==> config.mk <==
export PLATFORM = sky130hd
export DESIGN_NAME = dff_scan_seq
export DESIGN_NICKNAME = d
export VERILOG_FILES = /design/src/rtl/dff_scan_pkg.sv /design/src/rtl/scan_tick_gen.sv /design/src/rtl/dff_scan_seq.sv
export SDC_FILE = /design/constraint.sdc
export NUM_CORES = 1
export LEC_CHECK = 0
export BUFFER_PORTS_ARGS = -buffer_cell sky130_fd_sc_hd__clkbuf_2
export CAP_MARGIN = 40
export CORE_ASPECT_RATIO = 2
export CORE_MARGIN = 2
export CORE_UTILIZATION = 52
export DETAILED_ROUTE_END_ITERATION = 10
export HOLD_SLACK_MARGIN = 0.05
export PLACE_DENSITY = 0.73
export SLEW_MARGIN = 20
export SYNTH_ARGS = -nofsm -noshare
export SYNTH_HDL_FRONTEND = slang
export SYNTH_SLANG_ARGS = --single-unit
==> constraint.sdc <==
create_clock -name CLK -period 2.59 [get_ports CLK]
set_input_delay 0.518 -clock CLK [delete_from_list [all_inputs] [get_ports CLK]]
set_output_delay 0.518 -clock CLK [all_outputs]
set_load 0.005 [all_outputs]
==> src/rtl/dff_scan_pkg.sv <==
// rtl/dff_scan_pkg.sv - state encoding and default sizing for the DFF-chain scan sequencer
package dff_scan_pkg;

    typedef enum logic [2:0] {
        IDLE     = 3'd0,
        CLEAR    = 3'd1,
        LOAD     = 3'd2,
        SHIFT_HI = 3'd3,
        SHIFT_LO = 3'd4,
        SAVE     = 3'd5
    } scan_state_e;

    localparam int DEF_CHAIN_LEN = 16;
    localparam int DEF_SHIFT_DIV = 4;
    localparam int DEF_CNT_W     = 16;

endpackage

==> src/rtl/scan_tick_gen.sv <==
// rtl/scan_tick_gen.sv - SHIFT_DIV prescaler; tick marks the last cycle of every phase tick
module scan_tick_gen
    import dff_scan_pkg::*;
#(
    parameter int SHIFT_DIV = DEF_SHIFT_DIV
) (
    input  logic clk_i,
    input  logic rst_ni,
    input  logic restart_i,
    output logic tick_o
);

    localparam int            TW   = $clog2(SHIFT_DIV + 1);
    localparam logic [TW-1:0] TERM = TW'(SHIFT_DIV - 1);

    logic [TW-1:0] cnt_q;

    assign tick_o = (cnt_q == TERM);

    always_ff @(posedge clk_i or negedge rst_ni) begin
        if (!rst_ni) begin
            cnt_q <= '0;
        end else if (restart_i || tick_o) begin
            cnt_q <= '0;
        end else begin
            cnt_q <= cnt_q + TW'(1);
        end
    end

endmodule

==> src/rtl/dff_scan_seq.sv <==
// rtl/dff_scan_seq.sv - PISO readout sequencer: clear/load/shift_clk/save_data from one start strobe
// Optional back-to-back rescans when DFF_SCAN_CONT_EN is defined.
module dff_scan_seq
    import dff_scan_pkg::*;
#(
    parameter int CHAIN_LEN = DEF_CHAIN_LEN,
    parameter int SHIFT_DIV = DEF_SHIFT_DIV,
    parameter int CNT_W     = DEF_CNT_W
) (
    input  logic             CLK,
    input  logic             RST_B,
    input  logic             start,
    input  logic             do_clear,
    input  logic             abort,
    input  logic             cont,
    output logic             clear,
    output logic             load,
    output logic             shift_clk,
    output logic             save_data,
    output logic             busy,
    output logic             done,
    output logic [CNT_W-1:0] scan_cnt
);

    localparam int            BW       = $clog2(CHAIN_LEN + 1);
    localparam logic [BW-1:0] LAST_BIT = BW'(CHAIN_LEN - 1);

    scan_state_e      state_q, state_d;
    logic [BW-1:0]    bit_cnt_q, bit_cnt_d;
    logic [CNT_W-1:0] scan_cnt_q;
    logic             clear_q, load_q, shift_q, save_q, busy_q;
    logic             tick;
    logic             tick_restart;
    logic             rescan;

    // Prescaler is held at zero in IDLE and SAVE so every scan's first phase gets a full tick.
    assign tick_restart = (state_q == IDLE) || (state_q == SAVE);

    scan_tick_gen #(
        .SHIFT_DIV (SHIFT_DIV)
    ) u_tick (
        .clk_i     (CLK),
        .rst_ni    (RST_B),
        .restart_i (tick_restart),
        .tick_o    (tick)
    );

`ifdef DFF_SCAN_CONT_EN
    assign rescan = cont;
`else
    logic unused_cont;
    assign unused_cont = cont;
    assign rescan      = 1'b0;
`endif

    always_comb begin
        state_d   = state_q;
        bit_cnt_d = bit_cnt_q;
        if (abort) begin
            state_d = IDLE;
        end else begin
            case (state_q)
                IDLE:     if (start) state_d = do_clear ? CLEAR : LOAD;
                CLEAR:    if (tick) state_d = LOAD;
                LOAD: begin
                    if (tick) begin
                        state_d   = SHIFT_HI;
                        bit_cnt_d = '0;
                    end
                end
                SHIFT_HI: if (tick) state_d = SHIFT_LO;
                SHIFT_LO: begin
                    if (tick) begin
                        if (bit_cnt_q == LAST_BIT) begin
                            state_d = SAVE;
                        end else begin
                            state_d   = SHIFT_HI;
                            bit_cnt_d = bit_cnt_q + BW'(1);
                        end
                    end
                end
                SAVE:     state_d = rescan ? LOAD : IDLE;
                default:  state_d = IDLE;
            endcase
        end
    end

    // Outputs are decoded from the next state so they change on the edge entering each state.
    always_ff @(posedge CLK or negedge RST_B) begin
        if (!RST_B) begin
            state_q    <= IDLE;
            bit_cnt_q  <= '0;
            scan_cnt_q <= '0;
            clear_q    <= 1'b0;
            load_q     <= 1'b0;
            shift_q    <= 1'b0;
            save_q     <= 1'b0;
            busy_q     <= 1'b0;
        end else begin
            state_q   <= state_d;
            bit_cnt_q <= bit_cnt_d;
            clear_q   <= (state_d == CLEAR);
            load_q    <= (state_d == LOAD);
            shift_q   <= (state_d == SHIFT_HI);
            save_q    <= (state_d == SAVE);
            busy_q    <= (state_d != IDLE);
            if (state_d == SAVE) begin
                scan_cnt_q <= scan_cnt_q + CNT_W'(1);
            end
        end
    end

    assign clear     = clear_q;
    assign load      = load_q;
    assign shift_clk = shift_q;
    assign save_data = save_q;
    assign done      = save_q;
    assign busy      = busy_q;
    assign scan_cnt  = scan_cnt_q;

endmodule

After elaboration in Yosys (flattened, before gate mapping)

Cells that the tools add are included.

Register bits after elaboration: 32
Bits of input ports: 6
Output and inout port bits: 22

Add/subtract/negate cells: 3
Eq/ne operators: 14
Muxes and demuxes: 14
Bitwise gates (word level): 1
Reductions and logical operators: 6

Operators with widths:

| operator                                                                 | number |
|---|---|
| 3-bit two-way mux                                                        | 8 |
| 16-bit by 1-bit adder with 16-bit output (second input constant)         | 1 |
| 3-bit by 2-bit equality test with 1-bit output (second input constant)   | 5 |
| 5-bit two-way mux                                                        | 3 |
| 3-bit one-hot mux with 5 select lines                                    | 1 |
| 5-bit one-hot mux with 2 select lines                                    | 1 |
| 3-bit equality test (second input constant)                              | 3 |
| 3-bit by 1-bit equality test with 1-bit output (second input constant)   | 2 |
| 5-bit by 1-bit adder with 5-bit output (second input constant)           | 1 |
| 5-bit by 4-bit equality test with 1-bit output (second input constant)   | 1 |
| 5-bit AND reduction                                                      | 1 |
| 2-bit by 1-bit inequality test with 1-bit output (second input constant) | 2 |
| 3-bit by 1-bit adder with 3-bit output (second input constant)           | 1 |
| 3-bit logical NOT                                                        | 1 |
| 3-bit nonzero test                                                       | 1 |
| 1-bit logical OR                                                         | 2 |
| 2-bit two-way mux                                                        | 1 |
| 2-bit inequality test (second input constant)                            | 1 |
| 2-bit nonzero test                                                       | 1 |
| 1-bit NOT                                                                | 1 |

Longest topological paths before layout

Word-level depth: 6
Depth in mapped cells: 8
Gate-level depth less buffers: 8

Modules after synthesis

A second synthesis with hierarchy kept.

Cells, all modules: 148
Area, all modules: 1579.0 µm²

Modules (own cells, without submodules):

| module        | instances | cells an instance | area an instance (µm²) |
|---|---|---|---|
| dff_scan_seq  | 1         | 139               | 1452.6 |
| scan_tick_gen | 1         | 9                 | 126.4 |

Worst setup path after synthesis

Ideal clock, no wire load.

Path kind: reg-to-reg
Start: register u_tick.cnt_q[0]
End: register scan_cnt_q[14] (netlist: scan_cnt[14])
Arrival: 2.100 ns
Required time: 2.466 ns
Path slack: 0.366 ns
Cell stages (with the launch flop): 9
Buffers on the path: 1
Clock period less this slack: 2.224 ns
Cells stage by stage: dfrtp_1 ha_1 ha_1 nand2_1 a211o_1 a21o_1 buf_6 or4_4 xnor2_2

Cells in the longest elaborated chain, start to end: 5

RTL lines:

| item                                             | RTL line            | source |
|---|---|---|
| start, declared                                  | scan_tick_gen.sv:16 | `logic [TW-1:0] cnt_q;` |
| start signal, assigned                           | scan_tick_gen.sv:26 | `cnt_q <= cnt_q + TW'(1);` |
| 3-bit by 2-bit equality test with 1-bit output * | scan_tick_gen.sv:18 | `assign tick_o = (cnt_q == TERM);` |
| 3-bit two-way mux (on tied branches)             | n/a                 |  |
| 3-bit one-hot mux with 5 select lines *          | dff_scan_seq.sv:62  | `case (state_q)` |
| 3-bit two-way mux *                              | dff_scan_seq.sv:59  | `if (abort) begin` |
| 3-bit equality test *                            | dff_scan_seq.sv:107 | `if (state_d == SAVE) begin` |
| end signal, assigned                             | dff_scan_seq.sv:108 | `scan_cnt_q <= scan_cnt_q + CNT_W'(1);` |
| end, declared                                    | dff_scan_seq.sv:30  | `logic [CNT_W-1:0] scan_cnt_q;` |

Every way passes the cells marked *; elsewhere a longest branch is shown, timed or not.
A chain may end at the register's enable or synchronous reset.

Final worst setup path

Start: register u_tick.cnt_q[0]
End: register scan_cnt_q[7] (netlist: scan_cnt[7])

Same word-level chain as after synthesis.

==> flow_metrics.py <==
metrics = {
    "run_status": {
        "outcome": "finished, final reports clean",
    },
    "final_layout": {
        "num_antenna_cells": 0,
        "final_util_pct": 60.67,
        "nets": 189,
        "drive_gt1_share_pct": 27.12,
        "final_area_sq_um": 1893,
        "area_growth_pct": 13.85,
        "fillCellCount": 275,
        "stdcell_count": 208,
    },
    "critical_path": {
        "slowest_stage": "nor4_1",
        "cp_data_arrival_time_ps": 2510,
        "crit_family": "compound AO/OA/AOI/OAI gates",
        "crit_top_cell": "ha_1",
        "slowest_delay_ps": 380,
        "crit_path_max_fanout": 9,
        "crit_path_start_kind": "flop",
        "worstPathCellList": "ha_1 -> ha_1 -> nand2_1 -> a211o_1 -> a21o_1 -> buf_4 -> nor4_1 -> xor2_1",
        "r2r_cells": 8,
        "crit_type": "flop to flop",
        "crit_cells": 8,
        "crit_required_ps": 2780,
        "cp.buffers_inverters": 1,
        "end_kind": "flop",
    },
    "synth": {
        "synth_area_per_cell_sq_um": 11.24,
        "ys_seq_area_share_pct": 48.16,
        "ys_top_cells_by_area": "dfrtp_1 (48%), ha_1 (4.5%), xor2_1 (4.2%)",
        "synth-warning-count": 0,
        "ys_seq_elements": 32,
        "synth_top_cell_area_share_pct": 48.16,
        "syn_inst": 148,
        "synthTopCellsByCount": "dfrtp_1 (32), nand2_1 (15), xor2_1 (8), inv_1 (7), nor2_1 (7)",
        "synthArstFlopShare_pct": 100.0,
        "synth_edf_count": 0,
        "synth_top_cell_by_area": "dfrtp_1",
        "syn-num-nets": 160,
        "yosysMostFrequentCell": "dfrtp_1",
        "synth.cell_area_sq_um": 1663,
        "synth_cell_types": 41,
        "synthFlopType": "dfrtp_1",
    },
    "timing": {
        "setup_viol": 0,
        "hold_violations": 0,
        "period_minus_slack_ps": 2315,
        "clock_skew_ps": 3.622,
        "setup_tns_ps": 0,
        "min_period_over_period_pct": 89.39,
        "slew_headroom_pct": 58.74,
        "slew_violations": 0,
        "worstMarginPinSlew_ps": 616.2,
        "worst_slack_ps": 274.9,
        "whs_ps": 166.4,
        "clock.fmax_ghz": 0.4320,
        "rsz0062_at_grt": "no",
    },
    "detailed_routing": {
        "drtAntennaViolNets": 0,
        "firstDrtPassIters": 4,
        "vias": 1177,
        "drc": 0,
        "vias_per_cell": 5.659,
        "wl_um": 2994,
        "routedWlPerCell_um": 14.39,
        "drt_iter0_markers": 17,
    },
    "grt": {
        "grt_max_degree": 33,
        "grt_util_met1_pct": 20.49,
        "antenna_found_initial": 0,
        "grt_use_met2_pct": 32.89,
        "gr-usage-met3_pct": 4.113,
        "grt_pass1_vias": 1210,
        "track_usage_pct": 18.96,
        "busiest_layer": "met2",
        "grt_overflow": 0,
        "grt_pass1_wl_um": 5271,
    },
    "pwr": {
        "powerDensity_nw_per_um2": 499.5,
        "fin_total_pwr_mw": 0.9457,
        "p_leak_nw": 0.9830,
        "vdd_drop_max_uv": 437.9,
    },
    "placed_design": {
        "gp_congestion": 0.7733,
        "dp_slack_ps": 292.1,
        "place_inst": 200,
        "dpl_cell_area_sq_um": 1788,
        "port_buffers": 26,
        "dp.final_hpwl_um": 2311,
    },
    "floorplan": {
        "start_util_pct": 53.29,
        "fp.coreArea_sq_um": 3120,
        "die_height_um": 83.97,
        "pin_count": 28,
        "row_count": 29,
        "die_area_sq_um": 3693,
        "die_w_um": 43.99,
    },
    "clock_tree": {
        "clkSinkCount": 32,
        "cts_setup_buffers": 0,
        "clkTransAtPathRegs_ps": 60,
        "postCtsHoldBufs": 0,
        "cts-root-buf": "clkbuf_8",
        "ctsLongestPathBuffers": 2,
        "cts_tree": "yes",
        "clkLatencyLatePin_ps": 280,
        "htree_levels": 2,
        "ctsResizeCount": 0,
        "cts_made_buffers": 5,
    },
    "flow_run": {
        "cap_violations": 0,
    },
    "worst_hold_path": {
        "hp-class": "input port to asynchronous set/reset pin",
    },
}
==> per-layer routing <==
layer  vias to the layer above  wire [um]
li1                        582          -
met1                       567       1100
met2                        22       1724
met3                         6        111
met4                         0         57
met5                         -          0
==> cells in the final DEF, fill, tap and decap left out, drive strengths merged, types with 3 or more instances in the layout <==
cell	netlist	routed
o21ai	5	5
nor3	3	3
nor2	7	7
and3	5	5
xnor2	8	8
nor3b	3	3
dfrtp	32	32
nand2	15	15
inv	7	7
nand3	5	5
xor2	8	8
ha	6	6
nor4	6	6
clkbuf	0	32
nand4	6	6
==> registers in the layout (all words and copies together) (netlist names) <==
name,flops
scan_cnt,16
bit_cnt_q,5
state_q,3
u_tick.cnt_q,3
busy,1
clear,1
done,1
load,1
shift_clk,1
==> power breakdown <==
group | switching (mW) | total (mW) | internal [mW]
Combinational | 0.0443 | 0.0752 | 0.0309
Sequential | 0.0103 | 0.522 | 0.512
Clock | 0.166 | 0.348 | 0.182
==> worst paths after layout <==
kind                                  from         endpoint  slack (ps)
max                        u_tick.cnt_q[0]      scan_cnt[7]         270
min                                  RST_B      scan_cnt[8]         170
max reg2reg                u_tick.cnt_q[0]      scan_cnt[7]         270
min reg2reg                u_tick.cnt_q[0]  u_tick.cnt_q[0]         450
max in group asynchronous            RST_B             load        2000
min in group CLK           u_tick.cnt_q[0]  u_tick.cnt_q[0]         450
==> final cells by class <==
type,instances,area (sq um),area share [%]
clock inverters,1,5.005,0.2644
clock buffers,6,72.57,3.833
well taps,31,38.79,2.049
repair buffers,28,165.2,8.724
inverters,7,26.28,1.388
flip-flops and latches,32,800.8,42.30
multi-input cells,103,784.5,41.44
==> kinds of logic after synthesis <==
family / after synthesis / synth area share, %
muxes: 2 / 1.354
and+or+nand+nor: 62 / 23.10
buffers and inverters: 13 / 4.665
DFF: 32 / 48.16
adders and majority gates: 6 / 4.515
xor gates and xnor gates: 16 / 9.782
AOI/OAI and AO/OA: 17 / 8.428
Note: power is estimated with default switching activity, not from simulation.
